### src/rtl/display_scanner.sv
// Four-digit multiplexed display scanner: prescaled digit rotation, frame-aligned
// value commit and optional leading-zero blanking, with all outputs registered.
module display_scanner #(
  parameter int unsigned REFRESH_DIV = 50000
) (
  input  logic        clk,
  input  logic        rst_n,
  input  logic [15:0] value,
  input  logic        load,
  input  logic        blank_lz,
  output logic [3:0]  digit_code,
  output logic [3:0]  anode,
  output logic [1:0]  digit_sel,
  output logic        tick
);

  localparam logic [15:0] TERMINAL = 16'(REFRESH_DIV - 1);

  logic [15:0] presc_q;
  logic [15:0] hold_q;
  logic [15:0] disp_q;
  logic        pending_q;

  logic        at_tc;
  logic        commit;
  logic [15:0] disp_next;
  logic [1:0]  sel_next;
  logic        blank_next;
  logic [3:0]  code_next;
  logic [3:0]  anode_next;

  // Outputs are computed from the post-edge digit index and display contents,
  // so the first digit of a new frame already shows the committed value.
  always_comb begin
    at_tc      = (presc_q == TERMINAL);
    commit     = at_tc && (digit_sel == 2'd3) && pending_q;
    disp_next  = commit ? hold_q : disp_q;
    sel_next   = digit_sel + 2'd1;
    blank_next = 1'b0;
    unique case (sel_next)
      2'd3:    blank_next = (disp_next[15:12] == 4'h0);
      2'd2:    blank_next = (disp_next[15:8]  == 8'h00);
      2'd1:    blank_next = (disp_next[15:4]  == 12'h000);
      default: blank_next = 1'b0;
    endcase
    blank_next = blank_next && blank_lz;
    code_next  = blank_next ? 4'h0 : disp_next[{sel_next, 2'b00} +: 4];
    anode_next = blank_next ? 4'b0000 : (4'b0001 << sel_next);
  end

  // NOTE: sequential state uses non-blocking assignments so every register
  // samples pre-edge values; that is what lets a load on the wrap edge commit
  // the old hold contents while hold itself takes the new value.
  always_ff @(posedge clk) begin
    if (!rst_n) begin
      presc_q    <= '0;
      digit_sel  <= '0;
      hold_q     <= '0;
      disp_q     <= '0;
      pending_q  <= 1'b0;
      digit_code <= 4'h0;
      anode      <= 4'b0001;
      tick       <= 1'b0;
    end else begin
      presc_q <= at_tc ? 16'd0 : presc_q + 16'd1;
      tick    <= at_tc;

      if (at_tc) begin
        digit_sel  <= sel_next;
        digit_code <= code_next;
        anode      <= anode_next;
      end

      if (commit)
        disp_q <= hold_q;

      // A load always wins over the wrap clear so a value arriving on the
      // commit edge is kept for the following frame.
      if (load) begin
        hold_q    <= value;
        pending_q <= 1'b1;
      end else if (commit) begin
        pending_q <= 1'b0;
      end
    end
  end

endmodule
### config.mk
export PLATFORM = sky130hd
export DESIGN_NAME = display_scanner
export DESIGN_NICKNAME = d
export VERILOG_FILES = /design/src/rtl/display_scanner.sv
export SDC_FILE = /design/constraint.sdc
export NUM_CORES = 1
export LEC_CHECK = 0
export ABC_AREA = 1
export CAP_MARGIN = 20
export CORE_AREA = 2 2 105 107
export DETAILED_ROUTE_END_ITERATION = 7
export DIE_AREA = 0 0 107 109
export GPL_TIMING_DRIVEN = 0
export HOLD_SLACK_MARGIN = 0.02
export PLACE_DENSITY_LB_ADDON = 0.12
export SKIP_CTS_REPAIR_TIMING = 1
export SYNTH_ARGS = -nofsm -noshare
export SYNTH_HDL_FRONTEND = slang
export SYNTH_SLANG_ARGS = --single-unit
export TNS_END_PERCENT = 100
### constraint.sdc
create_clock -name clk -period 2.53 [get_ports clk]
set_input_delay 0.759 -clock clk [delete_from_list [all_inputs] [get_ports clk]]
set_output_delay 0.759 -clock clk [all_outputs]
set_load 0.02 [all_outputs]
Yosys cells after proc, flatten, opt, wreduce, memory -nomap -nowiden:

Index checks and enable logic that the tools add are counted.

* reductions and logical operators: 8
* bitwise gates (word level): 1
* shifts and indexed selects: 2
* muxes and demuxes: 6
* equal/unequal tests: 5
* add/subtract/negate cells: 2

Operators with widths (number)
* 16-bit by 1-bit adder with 16-bit output, second input constant: 1
* 16-bit equality test, second input constant: 1
* 16-bit two-way mux: 1
* 16-bit by 5-bit indexed part select with 4-bit output: 1
* 12-bit zero test: 1
* 8-bit zero test: 1
* 4-bit two-way mux: 2
* 2-bit equality test, second input constant: 3
* 4-bit zero test: 1
* 1-bit by 2-bit left shift with 4-bit output, first input constant: 1
* 1-bit logical AND: 3
* 1-bit one-hot mux with 3 select lines: 1
* 2-bit by 1-bit adder with 2-bit output, second input constant: 1
* 2-bit by 1-bit equality test with 1-bit output, second input constant: 1
* 1-bit two-way mux: 2
* 2-bit nonzero test: 1
* 2-bit OR reduction: 1
* 1-bit inverter: 1

* input port bits: 20
* register bits: 60
* output and inout bits: 11

Longest topological paths before layout:

Gate-level depths: netlist of run 1.

* depth in word-level cells: 8
* gate-level depth with buffers: 15
* gate-level depth less buffers: 15

Least setup slack after synthesis of run 1:

No wires, ideal clock.

* path kind: input port to flip-flop
* from: input port rst_n
* to: register anode[0]
* stages: 7
* setup time: 0.118 ns
* path slack: 0.590 ns
* data required time: 2.412 ns
* arrival: 1.822 ns
* cells stage by stage: clkbuf_1 clkinv_1 nor2_1 inv_1 clkbuf_1 nor2_1 a21oi_1

RTL lines
* from (decl): RTL line 7 `input logic rst_n,`
* to (signal assigned): RTL line 71 `anode <= anode_next;`
* to (decl): RTL line 12 `output logic [3:0] anode,`

Final worst setup path of run 1:

* from: register presc_q[0]
* to: register digit_code[1]

* longest elaborated chain between the ends: 8
* elaborated cells on any way between the ends: 11
* classes of those cells: 1 x eq/ne; 1 x shift; 3 x mux; 6 x reduce/logical

Ends and longest elaborated chain
* from (decl): RTL line 19 `logic [15:0] presc_q;`
* from (signal assigned): RTL line 65 `presc_q <= at_tc ? 16'd0 : presc_q + 16'd1;`
* 16-bit equality test (*): RTL line 35 `at_tc = (presc_q == TERMINAL);`
* 1-bit logical AND (2 in a row): RTL line 36 `commit = at_tc && (digit_sel == 2'd3) && pending_q;`
* 16-bit two-way mux
* 12-bit zero test (tied with other cells): RTL line 43 `2'd1: blank_next = (disp_next[15:4] == 12'h000);`
* 1-bit one-hot mux with 3 select lines: RTL line 40 `unique case (sel_next)`
* 1-bit logical AND: RTL line 46 `blank_next = blank_next && blank_lz;`
* 4-bit two-way mux: RTL line 47 `code_next = blank_next ? 4'h0 : disp_next[{sel_next, 2'b00} +: 4];`
* to (signal assigned): RTL line 70 `digit_code <= code_next;`
* to (decl): RTL line 11 `output logic [3:0] digit_code,`

Every way passes the cells marked *; elsewhere a longest branch is shown, timed or not.
A chain may end at the register's enable or synchronous reset.

==> results of run 1 <==
==> path summary, 6_finish.rpt <==
kind / from / slack, ps / depth (start not counted) / to
max: presc_q[0]$_SDFF_PP0_ / 240 / 14 / digit_code[1]$_SDFFE_PN0N_
max reg2reg: presc_q[0]$_SDFF_PP0_ / 240 / 14 / digit_code[1]$_SDFFE_PN0N_
min: digit_code[3]$_SDFFE_PN0N_ / 460 / 2 / digit_code[3]$_SDFFE_PN0N_
min reg2reg: digit_code[3]$_SDFFE_PN0N_ / 460 / 2 / digit_code[3]$_SDFFE_PN0N_
==> cells in the final DEF (no fill, tap or decap), types with 3 or more instances in the layout <==
| cell | count |
|---|---|
| nand2_1 | 72 |
| nand4_1 | 7 |
| o21a_1 | 3 |
| clkbuf_1 | 8 |
| nor2_2 | 4 |
| nor2_1 | 55 |
| nor3b_1 | 3 |
| o21ai_0 | 23 |
| inv_2 | 5 |
| clkinvlp_4 | 3 |
| clkdlybuf4s50_1 | 29 |
| a21oi_1 | 30 |
| ha_1 | 6 |
| a21oi_2 | 4 |
| clkbuf_8 | 9 |
| inv_1 | 23 |
| nand3_1 | 16 |
| dfxtp_1 | 60 |
| nor2_4 | 3 |
| o211ai_1 | 3 |
==> cells by family (layout without fill, tap and decap cells) <==
| logic type | Yosys count | count (layout) | share of synthesized area |
|---|---|---|---|
| AOI/OAI and AO/OA | 68 | 68 | 0.1435 |
| xor gates and xnor gates | 1 | 1 | 0.003372 |
| adders and majority gates | 6 | 6 | 0.02890 |
| buffers and inverters | 41 | 86 | 0.06310 |
| DFF | 60 | 60 | 0.4624 |
| and+or+nand+nor | 171 | 171 | 0.2987 |
==> area by class of cell <==
type,instances,share of cell area
plain buffers,10,0.01401
clock buffers,9,0.03749
clock inverters,7,0.03029
inverters,31,0.03559
multi-input cells,246,0.3783
flip-flops and latches,60,0.3635
well taps,140,0.05301
repair buffers,29,0.08785
==> flip-flops by register name (all words and copies together), names as in the netlist <==
register    flops
digit_sel       2
pending_q       1
anode           4
digit_code      4
tick            1
disp_q         16
presc_q        16
hold_q         16
==> per-stage QoR <==
| stage | total power [mW] | area (µm²) | hold WS, ps | instances | util |
|---|---|---|---|---|---|
| 5_1_grt | 2.185 | 3304 | 475.1 | 532 | 0.3117 |
| 3_3_place_gp | 1.143 | 3063 | 431.3 | 516 | 0.2889 |
| 3_5_place_dp | 1.145 | 3063 | 442.8 | 516 | 0.2889 |
| 2_1_floorplan | 1.083 | 2597 | 417.5 | 347 | - |
| 6_report | 2.086 | 3304 | 456.3 | 532 | 0.3117 |
| 4_1_cts | 2.126 | 3287 | 459.8 | 532 | 0.3100 |
==> where the power goes <==
part	switching, mW	leakage (nW)	internal (mW)	total, mW
Clock	0.407	0.102	0.559	0.965
Sequential	0.0170	0.489	0.968	0.985
Combinational	0.0771	0.713	0.0588	0.136
==> layer usage <==
layer / vias up / track usage / part of all wire
met5: - / 0 / 0
li1: 1211 / - / -
met3: 7 / 0.04423 / 0.039
met1: 1032 / 0.1381 / 0.45
met4: 0 / 0.04082 / 0.011
met2: 38 / 0.2116 / 0.50
==> tightest hold or removal path: stages (launching register included) <==
cell and delay (ps):
dfxtp_1 310, nand2_1 60, nand2_1 40
==> metrics.md, run 1 <==
| Metric | Value |
|---|---|
| Status | `finished, final reports clean` |
| Antenna-violating nets left | `0` |
| CP required | `2770 ps` |
| CTS Buffer Depth | `2` |
| Final #Nets | `413` |
| Final hold vios | `0` |
| FF+latch area | `1201 µm²` |
| Initial Util | `0.2450` |
| Post-layout minimum cycle time | `2287 ps` |
| Largest net degree at the start of global routing | `13` |
| Post-synth EDFFs | `0` |
| Vias | `2288` |
| Row Count | `38` |
| Post-synth top area share | `0.4624` |
| Setup_tns | `0 ps` |
| Slew Limit Fails | `0` |
| Post-Synthesis Cell Area | `2597 µm²` |
| Total number of H-tree levels | `3` |
| Gate Count Post-Synth | `347` |
| Post-DR vias/cell | `4.301` |
| CP max FO | `8` |
| # setup viols final | `0` |
| Drt pass-1 iters | `4` |
| Port bufs | `29` |
| Synth unique cells | `32` |
| Async set or reset register ratio after synthesis | `0` |
| Clock-pin slew on the worst setup and hold paths | `70 ps` |
| Count leader, synth | `nand2_1` |
| Hold WC Path Type | `flop to flop` |
| Critical Path Sink Type | `flop` |
| Area leader, netlist | `dfxtp_1` |
| Multi-input logic area | `1250 µm²` |
| Slew HR | `0.6317` |
| CTS Buf Count | `9` |
| Maximum VDD drop | `0.3279 mV` |
| Layout cells sized above 1 | `0.1097` |
| CP dominant cell by count | `nand2_1` |
| Worst-Margin Slew | `552.4 ps` |
| Initial antenna violation count | `0` |
| Syn Area/Cell | `7.486 µm²` |
| Die area | `11660 µm²` |
| Skew-Pair Late Insertion Delay | `340 ps` |
| RSZ-0062 raised after global routing | `false` |
| CTS tree | `built` |
| Total grt overflow | `0` |
| Register bit total from synthesis | `60` |
| CP Data Arrival Time | `2530 ps` |
| Io pins | `31` |
| Top FF cell, synth | `dfxtp_1` |
| WL/cell | `12.02 µm` |
| Top cells by area, synth | `dfxtp_1, nand2_1, nor2_1` |
| Worst path bufs/invs | `1` |
| Place WS | `-193.2 ps` |
| Max cap viols | `0` |
| Cell Pwr Density | `631.4 nW/µm²` |
| CP top delay family | `simple AND/OR/NAND/NOR gates` |
| Die width | `107 µm` |
| Clk root buf | `clkbuf_8` |
| Final WL | `6.396 mm` |
| First-pass GRT wire length | `10.94 mm` |
| Fmax | `437.3 MHz` |
| DRC errors left | `0` |
| Worst path cell trace | `ha_1 -> nand2_1 -> nor2_1 -> nand3_2 -> nor2_4 -> nand3_4 -> clkinv_2 -> nand2_1 -> o21ai_2 -> nand4_1 -> nor2_2 -> nand2_2 -> nand2_1 -> nand2_1` |
| Register area share after synthesis | `0.4624` |
| Leakage | `1.303 nW` |
| First DRT Iteration DRCs | `49` |
| Crit-path slowest cell | `dfxtp_1` |
| Area Growth Syn to Fin | `27.22%` |
| Worst setup SP type | `flop` |
| Clock Sinks | `60` |
| Max incr delay on CP | `360 ps` |
| Vias in the first global route | `2305` |
| GRT Util Overall | `0.1215` |
| Worst Skew | `7.398 ps` |
| # diodes | `0` |
| Setup Crit Path Kind | `flop to flop` |
| Fill cell count | `1193` |
| Post-synth top cells | `nand2_1, dfxtp_1, nor2_1, a21oi_1, o21ai_0` |
| Die Ht | `109 µm` |
| Synth warn | `0` |
| Final WS setup | `243.3 ps` |
| Period Utilization, post-route | `0.9038` |
| Placer Congestion | `0.7604` |
| Detail Placement HPWL | `4.776 mm` |
| Syn nets | `373` |
| Placeable Area | `10600 µm²` |
Note: power is estimated with default switching activity, not from simulation.
==> run 2: changes to the inputs <==
--- a/config.mk
+++ b/config.mk
@@ -10,10 +10,12 @@
 export CORE_AREA = 2 2 105 107
 export DETAILED_ROUTE_END_ITERATION = 7
 export DIE_AREA = 0 0 107 109
+export DONT_BUFFER_PORTS = 1
 export GPL_TIMING_DRIVEN = 0
 export HOLD_SLACK_MARGIN = 0.02
 export PLACE_DENSITY_LB_ADDON = 0.12
 export SKIP_CTS_REPAIR_TIMING = 1
+export SLEW_MARGIN = 20
 export SYNTH_ARGS = -nofsm -noshare
 export SYNTH_HDL_FRONTEND = slang
 export SYNTH_SLANG_ARGS = --single-unit
==> run 2 against run 1 <==
  * Clock power fell by 8.2%
  * Die area unchanged
  * Utilization down 3.0 points
  * Sequential power about the same
  * Sequential share of layout area rose by 3.9 points
  * Clock skew is 3.5 ps higher
  * First-iteration DRC count up 96%
  * Critical path depth is 4 lower
  * Total power decreased by 5.2%
  * Combinational power decreased by 24%
  * Via count fell by 5.2%
  * Critical path type unchanged
  * Critical endpoint is now digit_code[0]$_SDFFE_PN0N_
  * Largest cell class unchanged
  * Largest power group unchanged
==> metrics.md, run 2 (synthesis results as in run 1) <==
| Metric | Value |
|---|---|
| Slew HR | `0.6363 (+0.004543)` |
| Final hold vios | `0 (unchanged)` |
| Drt pass-1 iters | `4 (unchanged)` |
| Period Utilization, post-route | `0.8881 (-0.01571)` |
| CP Data Arrival Time | `2480 ps (-50 ps)` |
| Clk network pwr share | `0.448 (-0.015)` |
| Most frequent cells in the layout | `nand2_1, dfxtp_1, nor2_1` |
| CP required | `2770 ps (about the same)` |
| Skew-Pair Late Insertion Delay | `340 ps (about the same)` |
| Int Power | `1.507 mW (-4.9%)` |
| Die Ht | `109 µm (unchanged)` |
| NetSw | `470.5 µW (-6.0%)` |
| Clock Sinks | `60 (unchanged)` |
| Fin util | `0.2819 (-0.02974)` |
| CTS tree | `built` |
| Switch share | `0.2379 (-0.002100)` |
| Vias | `2170 (-5.2%)` |
| Cell Pwr Density | `661.7 nW/µm² (+4.8%)` |
| First DRT Iteration DRCs | `96 (+96%)` |
| Placer Congestion | `0.7339 (-3.5%)` |
| DRC errors left | `0 (unchanged)` |
| Worst-Margin Slew | `545.6 ps (-6.815 ps)` |
| RSZ-0062 raised after global routing | `false` |
| Worst setup SP type | `flop` |
| WL/cell | `12.63 µm (+5.1%)` |
| Slew Limit Fails | `0 (unchanged)` |
| Vias in the first global route | `2147 (-6.9%)` |
| Largest net degree at the start of global routing | `11 (-2)` |
| First-pass GRT wire length | `10.65 mm (-2.7%)` |
| Most common cell after layout, fill and taps aside | `nand2_1` |
| Critical Path Sink Type | `flop` |
| Total grt overflow | `0 (unchanged)` |
| Row Count | `38 (unchanged)` |
| Die width | `107 µm (unchanged)` |
| Antenna-violating nets left | `0 (unchanged)` |
| Port bufs | `0 (-100%)` |
| Setup_tns | `0 ps (unchanged)` |
| # setup viols final | `0 (unchanged)` |
| Layout cells sized above 1 | `0.1157 (+0.006009)` |
| Clock-pin slew on the worst setup and hold paths | `70 ps (about the same)` |
| Top flop regs | `disp_q (16), hold_q (16), presc_q (16)` |
| Io pins | `31 (unchanged)` |
| Post-layout minimum cycle time | `2247 ps (-39.75 ps)` |
| Detail Placement HPWL | `4.860 mm (+1.8%)` |
| Initial antenna violation count | `0 (unchanged)` |
| Max cap viols | `0 (unchanged)` |
| Maximum VDD drop | `0.2270 mV (-31%)` |
| Initial Util | `0.2450 (unchanged)` |
| Setup Crit Path Kind | `flop to flop` |
| Final WL | `6.355 mm (-0.64%)` |
| Status | `finished, final reports clean` |
| Leakage | `1.193 nW (-8.5%)` |
| # diodes | `0 (unchanged)` |
| CTS Buf Count | `9 (unchanged)` |
| Hold WC Path Type | `flop to flop` |
| Final #Nets | `384 (-7.0%)` |
| Logic pwr share | `0.052 (-0.013)` |
| Die area | `11660 µm² (unchanged)` |
| Placeable Area | `10600 µm² (unchanged)` |
| Fmax | `445.1 MHz (+1.8%)` |
| Area Growth Syn to Fin | `15.08%` |
| CTS Buffer Depth | `2 (unchanged)` |
| Worst Skew | `10.87 ps (+3.473 ps)` |
| Total number of H-tree levels | `3 (unchanged)` |
| Post-DR vias/cell | `4.314 (+0.31%)` |
| Flop pwr share | `0.500 (+0.028)` |
| GRT Util Overall | `0.1211 (-0.0003946)` |
| CP max FO | `10 (+2)` |
| Clk root buf | `clkbuf_8` |
## run 2: worst paths after layout
| check | from | end | slack, ps | depth (start not counted) |
|---|---|---|---|---|
| worst max register to register | digit_sel[1]$_SDFFE_PN0N_ | digit_code[0]$_SDFFE_PN0N_ | 280 | 10 |
| worst min-delay path | presc_q[0]$_SDFF_PP0_ | presc_q[0]$_SDFF_PP0_ | 450 | 1 |
| worst max-delay path | digit_sel[1]$_SDFFE_PN0N_ | digit_code[0]$_SDFFE_PN0N_ | 280 | 10 |
| worst min register to register | presc_q[0]$_SDFF_PP0_ | presc_q[0]$_SDFF_PP0_ | 450 | 1 |
## run 2: area by class of cell
class	count	area (µm²)
Buffer	10	46.29
Clock buffer	12	155.1
Clock inverter	4	47.55
Fill cell	1153	7614
Inverter	31	117.6
Multi-Input combinational cell	246	1245
Sequential cell	60	1202
Tap cell	140	175.2
## run 2: through the flow
step	hold slack (ps)	worst slack [ps]	instance area, µm²	std cells	power (mW)
after floorplan	417.5	590.2	2597	347	1.083
after global placement	437.3	-166.0	2773	487	1.113
after detailed placement	444.0	-156.9	2773	487	1.115
after CTS	461.1	175.1	2975	503	2.017
after global routing	482.2	30.88	2989	503	2.076
final	451.2	283.1	2989	503	1.978
## run 2: critical path, cell delays in order, from the launching register on
cell and delay, ps:
dfxtp_1 550, ha_1 430, nand4_4 180, buf_6 180, nand2_1 50, a21boi_2 200
nand4_1 120, nor2_2 170, nand2_2 120, nand2_1 80, nand2_1 50
## run 2: power groups by stage
stage | combinational [mW] | clock, mW | sequential, mW
after CTS | 0.106 | 0.924 | 0.988
after detailed placement | 0.105 | 0 | 1.01
after global routing | 0.123 | 0.962 | 0.991
after global placement | 0.104 | 0 | 1.01
after floorplan | 0.0789 | 0 | 1.00
final | 0.104 | 0.886 | 0.988
## run 2: metal layers
metal	GRT usage	up-vias	share of wire
li1	-	1160	-
met1	0.1468	969	0.46
met2	0.2002	28	0.48
met3	0.03228	13	0.034
met4	0.05751	0	0.024
met5	0	-	0
==> run 3: changes to the inputs <==
--- a/config.mk
+++ b/config.mk
@@ -6,7 +6,7 @@
 export NUM_CORES = 1
 export LEC_CHECK = 0
 export ABC_AREA = 1
-export CAP_MARGIN = 20
+export CAP_MARGIN = 0
 export CORE_AREA = 2 2 105 107
 export DETAILED_ROUTE_END_ITERATION = 7
 export DIE_AREA = 0 0 107 109
==> constraint.sdc (replaced) <==
create_clock -name clk -period 2.53 [get_ports clk]
set_input_delay 0.253 -clock clk [delete_from_list [all_inputs] [get_ports clk]]
set_output_delay 0.253 -clock clk [all_outputs]
set_load 0.02 [all_outputs]
==> run 3 against run 2 <==
  * Clock power hardly changed
  * Final cell count unchanged
  * Count of clock-buffer cells in the layout did not move
  * Sequential power hardly changed
  * Combinational power barely moved
  * Highest routed layer unchanged
==> metrics.md, run 3 (synthesis results as in run 1) <==
| Metric | Value |
|---|---|
| Die width | `107 µm (unchanged)` |
| Initial Util | `0.2450 (unchanged)` |
| Worst path cell trace | `ha_1 -> nand4_4 -> buf_6 -> nand2_1 -> a21boi_2 -> nand2_1 -> nor2_2 -> nand2_2 -> nand2_1 -> nand2_1` |
| Worst Skew | `11.11 ps (+0.2407 ps)` |
| Largest net degree at the start of global routing | `11 (unchanged)` |
| Status | `finished, final reports clean` |
| First-pass GRT wire length | `10.65 mm (unchanged)` |
| Detail Placement HPWL | `4.860 mm (unchanged)` |
| CTS tree | `built` |
| Top flop regs | `disp_q (16), hold_q (16), presc_q (16)` |
| # setup viols final | `0 (unchanged)` |
| Most frequent cells in the layout | `nand2_1, dfxtp_1, nor2_1` |
| Row Count | `38 (unchanged)` |
| Leakage | `1.192 nW (about the same)` |
| Vias in the first global route | `2147 (unchanged)` |
| Post-layout minimum cycle time | `2251 ps (+4.511 ps)` |
| Slew Limit Fails | `0 (unchanged)` |
| Worst setup SP type | `flop` |
| Final #Nets | `384 (unchanged)` |
| Antenna-violating nets left | `0 (unchanged)` |
| Area Growth Syn to Fin | `14.98% (about the same)` |
| Period Utilization, post-route | `0.8899 (+0.001783)` |
| Die area | `11660 µm² (unchanged)` |
| WL/cell | `12.64 µm (about the same)` |
| Fmax | `444.2 MHz (-0.20%)` |
| Cell Pwr Density | `662.0 nW/µm² (about the same)` |
| Setup_tns | `0 ps (unchanged)` |
| DRC errors left | `0 (unchanged)` |
| CTS Buf Count | `9 (unchanged)` |
| Total grt overflow | `0 (unchanged)` |
| Vias | `2177 (+0.32%)` |
| Final hold vios | `0 (unchanged)` |
| Hold WC Path Type | `input port to flop` |
| Hold_ws | `43.65 ps (-407.6 ps)` |
| Placeable Area | `10600 µm² (unchanged)` |
| Total number of H-tree levels | `3 (unchanged)` |
| Max incr delay on CP | `550 ps (about the same)` |
| RSZ-0062 raised after global routing | `false` |
| CTS Buffer Depth | `2 (unchanged)` |
| Fin util | `0.2817 (about the same)` |
| Maximum VDD drop | `0.2270 mV (about the same)` |
| Slew HR | `0.6370 (+0.0006870)` |
| CP dominant cell by count | `nand2_1` |
| Post-DR vias/cell | `4.328 (+0.32%)` |
| Skew-Pair Late Insertion Delay | `340 ps (about the same)` |
| CP max FO | `10 (unchanged)` |
| First DRT Iteration DRCs | `89 (-7.3%)` |
| Crit-path slowest cell | `dfxtp_1` |
| Setup Crit Path Kind | `flop to flop` |
| Layout cells sized above 1 | `0.1129 (-0.002755)` |
| Final WL | `6.359 mm (about the same)` |
| Worst-Margin Slew | `544.6 ps (-1.031 ps)` |
| # diodes | `0 (unchanged)` |
| Placer Congestion | `0.7339 (unchanged)` |
| Most common cell after layout, fill and taps aside | `nand2_1` |
| Clock-pin slew on the worst setup and hold paths | `70 ps (about the same)` |
| GRT Util Overall | `0.1211 (unchanged)` |
| Critical Path Sink Type | `flop` |
| Initial antenna violation count | `0 (unchanged)` |
| Port bufs | `0 (unchanged)` |
| Die Ht | `109 µm (unchanged)` |
| Max cap viols | `0 (unchanged)` |
| CP required | `2770 ps (about the same)` |
| Drt pass-1 iters | `4 (unchanged)` |
| Io pins | `31 (unchanged)` |
| CP Data Arrival Time | `2490 ps (about the same)` |
| Clock Sinks | `60 (unchanged)` |
| Clk root buf | `clkbuf_8` |
run 3: cell counts in the layout (fill, tap and decap cells not counted):
Identical to the previous run, type by type.
run 3: final cells by class:
| class | count | area, µm² |
|---|---|---|
| clock inverter | 4 | 47.55 |
| inverter | 31 | 117.6 |
| clock buffer | 12 | 155.1 |
| tap | 140 | 175.2 |
| multi-input combinational | 246 | 1242 |
| fill | 1153 | 7616 |
| sequential | 60 | 1202 |
| buffer | 10 | 46.29 |
run 3: metal layers:
metal	up-vias	routed length, µm	GRT usage
li1	1159	-	-
met1	978	2924	0.1468
met2	27	3088	0.2002
met3	13	229	0.03228
met4	0	117	0.05751
met5	-	0	0
run 3: worst max-delay path, delay by kind of cell, from the launching register on:
kind / cells / cell delay [ps]
AO/OA/AOI/OAI: 1 / 220
buffers and inverters: 1 / 180
flip-flops: 1 / 550
AND/OR/NAND/NOR: 7 / 760
adder cells (fa/ha/maj): 1 / 430
run 3: final timing paths:
kind	to	from	cells past startpoint	slack, ps
setup / recovery	digit_code[0]$_SDFFE_PN0N_	digit_sel[1]$_SDFFE_PN0N_	10	280
hold / removal	hold_q[0]$_SDFFE_PN0P_	value[0]	2	40
setup reg to reg	digit_code[0]$_SDFFE_PN0N_	digit_sel[1]$_SDFFE_PN0N_	10	280
hold reg to reg	presc_q[0]$_SDFF_PP0_	presc_q[0]$_SDFF_PP0_	1	450
run 3: through the flow:
step | total power, mW | instances | setup slack (ps) | area [µm²]
floorplan | 1.083 | 347 | 595.6 | 2597
global placement | 1.113 | 487 | 209.9 | 2773
detailed placement | 1.115 | 487 | 195.0 | 2773
CTS | 2.017 | 503 | 175.7 | 2975
global route | 2.076 | 503 | 37.84 | 2987
finish | 1.977 | 503 | 278.6 | 2987
run 3: power breakdown:
group / internal, mW / total (mW) / leakage (nW) / switching [mW]
Clock: 0.506 / 0.886 / 0.102 / 0.380
Combinational: 0.0325 / 0.103 / 0.601 / 0.0707
Sequential: 0.969 / 0.988 / 0.489 / 0.0190
